File: config.mk
export PLATFORM = sky130hd
export DESIGN_NAME = accumulator_bank
export DESIGN_NICKNAME = d
export VERILOG_FILES = /design/src/rtl/accumulator_bank.sv
export SDC_FILE = /design/constraint.sdc
export NUM_CORES = 1
export LEC_CHECK = 0
export CAP_MARGIN = 30
export CORE_UTILIZATION = 25
export CTS_CLUSTER_SIZE = 8
export DETAILED_ROUTE_END_ITERATION = 16
export DONT_BUFFER_PORTS = 1
export GPL_TIMING_DRIVEN = 0
export PLACE_DENSITY_LB_ADDON = 0.15
export SLEW_MARGIN = 30
export SYNTH_ARGS = -nofsm -noshare
export SYNTH_HDL_FRONTEND = slang
export SYNTH_SLANG_ARGS = --single-unit
File: constraint.sdc
create_clock -name clock -period 7.3 [get_ports clock]
set_input_delay 1.46 -clock clock [delete_from_list [all_inputs] [get_ports clock]]
set_output_delay 1.46 -clock clock [all_outputs]
set_load 0.02 [all_outputs]
File: src/rtl/accumulator_bank.sv
// accumulator_bank: NUM_REGS x WIDTH accumulators with load/add/sub/clear through a capture/execute pipeline,
// sticky per-register overflow and optional unsigned saturation.
module accumulator_bank #(
    parameter int WIDTH    = 8,
    parameter int NUM_REGS = 4,
    parameter int SEL_W    = 2,
    parameter int SATURATE = 0
) (
    input  logic             clock,
    input  logic             reset_n,
    input  logic             regWrite,
    input  logic [1:0]       op,
    input  logic [SEL_W-1:0] RegisterNumber,
    input  logic [WIDTH-1:0] writeData,
    input  logic             clearAll,
    input  logic [SEL_W-1:0] readRegister,
    output logic [WIDTH-1:0] readData,
    output logic             overflow,
    output logic             zero,
    output logic             done
);
    localparam logic [1:0]     OP_LOAD = 2'b00;
    localparam logic [1:0]     OP_ADD  = 2'b01;
    localparam logic [1:0]     OP_SUB  = 2'b10;
    localparam logic [SEL_W:0] NREGS   = (SEL_W + 1)'(NUM_REGS);

    logic [WIDTH-1:0]    regs_q [NUM_REGS];
    logic [WIDTH-1:0]    regs_d [NUM_REGS];
    logic [NUM_REGS-1:0] ovf_q, ovf_d;
    logic                s1_valid_q, s1_valid_d;
    logic [1:0]          s1_op_q, s1_op_d;
    logic [SEL_W-1:0]    s1_reg_q, s1_reg_d;
    logic [WIDTH-1:0]    s1_data_q, s1_data_d;
    logic                done_q, done_d;
    logic [WIDTH-1:0]    a, res;
    logic [WIDTH:0]      sum, diff;
    logic                ovf_res, rd_ok, wr_ok;

    assign a     = regs_q[s1_reg_q];
    assign sum   = {1'b0, a} + {1'b0, s1_data_q};
    assign diff  = {1'b0, a} - {1'b0, s1_data_q};
    assign wr_ok = {1'b0, RegisterNumber} < NREGS;
    assign rd_ok = {1'b0, readRegister} < NREGS;

    always_comb begin
        res = s1_op_q == OP_LOAD ? s1_data_q :
              s1_op_q == OP_ADD  ? ((sum[WIDTH] && SATURATE != 0) ? '1 : sum[WIDTH-1:0]) :
              s1_op_q == OP_SUB  ? ((diff[WIDTH] && SATURATE != 0) ? '0 : diff[WIDTH-1:0]) : '0;
        // ADD/SUB only ever set the flag; LOAD/CLR clear it
        ovf_res = (s1_op_q == OP_ADD || s1_op_q == OP_SUB) ?
                  (ovf_q[s1_reg_q] | (s1_op_q == OP_ADD ? sum[WIDTH] : diff[WIDTH])) : 1'b0;
        regs_d     = regs_q;
        ovf_d      = ovf_q;
        s1_valid_d = regWrite && wr_ok;
        s1_op_d    = op;
        s1_reg_d   = RegisterNumber;
        s1_data_d  = writeData;
        done_d     = s1_valid_q;
        if (s1_valid_q) begin
            regs_d[s1_reg_q] = res;
            ovf_d[s1_reg_q]  = ovf_res;
        end
        if (clearAll) begin
            regs_d     = '{default: '0};
            ovf_d      = '0;
            s1_valid_d = 1'b0;
            done_d     = 1'b0;
        end
    end

    always_ff @(posedge clock or negedge reset_n) begin
        if (!reset_n) begin
            regs_q     <= '{default: '0};
            ovf_q      <= '0;
            s1_valid_q <= 1'b0;
            s1_op_q    <= '0;
            s1_reg_q   <= '0;
            s1_data_q  <= '0;
            done_q     <= 1'b0;
        end else begin
            regs_q     <= regs_d;
            ovf_q      <= ovf_d;
            s1_valid_q <= s1_valid_d;
            s1_op_q    <= s1_op_d;
            s1_reg_q   <= s1_reg_d;
            s1_data_q  <= s1_data_d;
            done_q     <= done_d;
        end
    end

    assign readData = rd_ok ? regs_q[readRegister] : '0;
    assign overflow = rd_ok & ovf_q[readRegister];
    assign zero     = readData == '0;
    assign done     = done_q;
endmodule

==> results.cfg <==
[pwr]
p_leak_nw = 1.59
p_per_area_mw_per_mm2 = 174
ir_worst_vdd_mv = 0.0786
report.power.total_mw = 0.650

[drt]
routed_wl_um = 9930
m1WireLength_um = 4680
num_vias = 2565
route.detailed.drc = 0
antenna_left = 0
wire_per_inst_um = 19.8
vias_per_cell = 5.12
route.met3.wl_um = 377
drt_pass1_iterations = 4
wl_met2_um = 4740
topRoutingLayerUsed = met4
dr.first_iter.drc_count = 129

[logic_synthesis]
synth_seq_area_share_pct = 37.5
synth_top_flop_cell = dfrtp_1
synth_top_family_by_area = compound AO/OA/AOI/OAI gates
ys_warn_count = 0
netlist_area_mm2 = 0.00334
synth_compound_area_share_pct = 21.4
async_flop_share_pct = 100
yosysUniqueCellTypes = 54
ys_ff_latch = 50
avgSynthCellArea_um2 = 10.4
synth_cells = 322
synthAdderAreaFrac_pct = 9.07
synth_edf_count = 0
synthMuxAreaShare_pct = 13.1
yosys.area_share.simple_pct = 13.9
syn_nets = 363
synth_xor_area_share_pct = 0.525

[clock_network]
clkSlewWorstSetupHoldPaths_ns = 0.07
cts.htree.levels = 2
hold_buffers = 0
cts_setup_buffers = 0
cts-resized-gates = 0
cts_buffers = 5
cts.path.max_buffers = 2
ctsRootBufferMaster = clkbuf_16
clock_latency_ns = 0.30
cts_tree = done
clock-sinks = 50

[layout]
fill_cells = 1364
finalNonFillerCells = 501
layout_commonest_cell = dfrtp_1
antenna_cells = 0
final_cell_mix = dfrtp_1, nand2_1, o21ai_1
syn_to_final_growth_pct = 11.8
drive_gt1_share_pct = 12.2
seq_area_mm2 = 0.00125
multiInputGateArea_mm2 = 0.00195
nets = 370

[timing]
fmax_mhz = 205
rsz0062_at_grt = false
slew_viol_final = 0
hold_violations = 0
maxSlewHeadroom_pct = 32.8
clock_skew_ns = 0.00552
period_minus_slack_ns = 4.87
min_period_over_period_pct = 66.7
tns_ns = 0
timing.final.ws_setup_ns = 2.43
holdWs_ns = 0.505
tightest_slew_ns = 1.01
setup_viol_count_final = 0

[global_route]
grt_pass1_vias = 2572
antenna_found_initial = 0
grt_overflow = 0
grtUsageTotal_pct = 15.1
grt_max_degree = 51
grt_pass1_wl_um = 15600

[placed_design]
hpwl_um = 7180
pre_cts_ws_ns = 2.48
dp.cells = 494
numPortBuffers = 0
place_congestion = 0.802

[die]
ioPinCount = 29
die_w_um = 118
num_rows = 41
die_h_um = 118
die_area_mm2 = 0.0138
initial_core_util_pct = 26.0
coreArea_mm2 = 0.0128

[setup_path]
arrival_ns = 3.41
startpoint = readRegister[1]
regToRegStartpoint = s1_reg_q[1]$_DFF_PN0_
cp-start-kind = primary input
endpoint_kind = primary output
cp.required_ns = 5.84
crit_type = in -> out
path_max_fanout = 9

[status]
status = complete, no violations

[hold_path]
hp-class = reg -> reg
hp-start = regs_q[24]$_DFFE_PN0P_

[flow_run]
drv_cap = 0
[final timing paths]
| path | end | slack, ns | cells after the start |
|---|---|---|---|
| min in group asynchronous | s1_data_q[2]$_DFF_PN0_ | 0.85 | 0 |
| worst min-delay path | regs_q[24]$_DFFE_PN0P_ | 0.50 | 2 |
| max in group asynchronous | regs_q[0]$_DFFE_PN0P_ | 6.34 | 0 |
| worst min register to register | regs_q[24]$_DFFE_PN0P_ | 0.50 | 2 |
| worst max-delay path | zero | 2.43 | 4 |
| worst max register to register | ovf_q[3]$_DFFE_PN0P_ | 3.83 | 11 |
[logic make-up (layout without fill, tap and decap cells)]
logic type	Yosys count	after routing
AO/OA/AOI/OAI	103	103
XOR/XNOR	2	2
adder cells (fa/ha/maj)	23	23
buffers and inverters	36	43
flip-flops	50	50
multiplexers	20	20
AND/OR/NAND/NOR	88	88
[cell type report]
class	instances	share of cell area [%]
Clock buffer	5	3.35
Inverter	21	2.11
Clock inverter	2	1.04
Buffer	15	1.91
Tap cell	172	5.76
Multi-Input combinational cell	236	52.3
Sequential cell	50	33.5
[cell usage after synthesis (2+ instances only)]
| cell | count | area share [%] |
|---|---|---|
| mux2i_1 | 2 | 0.60 |
| o21ai_0 | 6 | 0.90 |
| o21ai_1 | 27 | 4.0 |
| or4_1 | 2 | 0.45 |
| and4_1 | 2 | 0.52 |
| nand2_1 | 34 | 3.8 |
| fa_1 | 2 | 1.2 |
| a22oi_1 | 2 | 0.45 |
| and3b_1 | 2 | 0.52 |
| buf_1 | 2 | 0.22 |
| mux4_1 | 3 | 2.4 |
| and4bb_2 | 2 | 0.75 |
| o41ai_2 | 2 | 0.97 |
| a32oi_1 | 5 | 1.3 |
| a21o_1 | 3 | 0.67 |
| a21oi_1 | 15 | 2.2 |
| mux4_2 | 15 | 10 |
| a22o_1 | 10 | 2.6 |
| buf_2 | 6 | 0.90 |
| nand2b_1 | 6 | 1.1 |
| clkbuf_1 | 6 | 0.67 |
| xor2_1 | 2 | 0.52 |
| nor3_1 | 2 | 0.30 |
| a211oi_1 | 11 | 2.5 |
| nor2b_1 | 7 | 1.3 |
| a31oi_1 | 6 | 1.1 |
| dfrtp_1 | 50 | 37 |
| inv_1 | 20 | 2.2 |
| a211o_1 | 2 | 0.52 |
| and3_1 | 2 | 0.37 |
| nand3_1 | 7 | 1.0 |
| o21bai_1 | 2 | 0.45 |
| nor2_1 | 14 | 1.6 |
| ha_1 | 21 | 7.9 |
| o2bb2ai_1 | 3 | 0.79 |
[worst max-delay path: stages]
cell,delay [ns]
clkbuf_1,0.51
mux4_1,0.59
or4_1,0.52
nor2_1,0.32
[per-stage QoR]
stage	util [%]	cell area (um^2)
6_report	29.1	3730
5_1_grt	29.1	3730
4_1_cts	29.1	3730
3_5_place_dp	27.8	3570
3_3_place_gp	27.7	3550
2_1_floorplan	-	3340
[routing by layer]
metal,global-route usage (%),up-vias
li1,-,1227
met1,20.1,1283
met2,24.2,47
met3,3.49,8
met4,4.65,0
met5,0,-
[registers in the layout (all words and copies together) (netlist names)]
name,count
s1_op_q,2
s1_valid_q,1
regs_q,32
ovf_q,4
done,1
s1_reg_q,2
s1_data_q,8
[report_power, final]
group / switching, mW / internal (mW)
Sequential: 0.00600 / 0.284
Combinational: 0.0568 / 0.0292
Clock: 0.113 / 0.161
Total: 0.176 / 0.474
No activity file was read; power rests on OpenSTA's default activity.
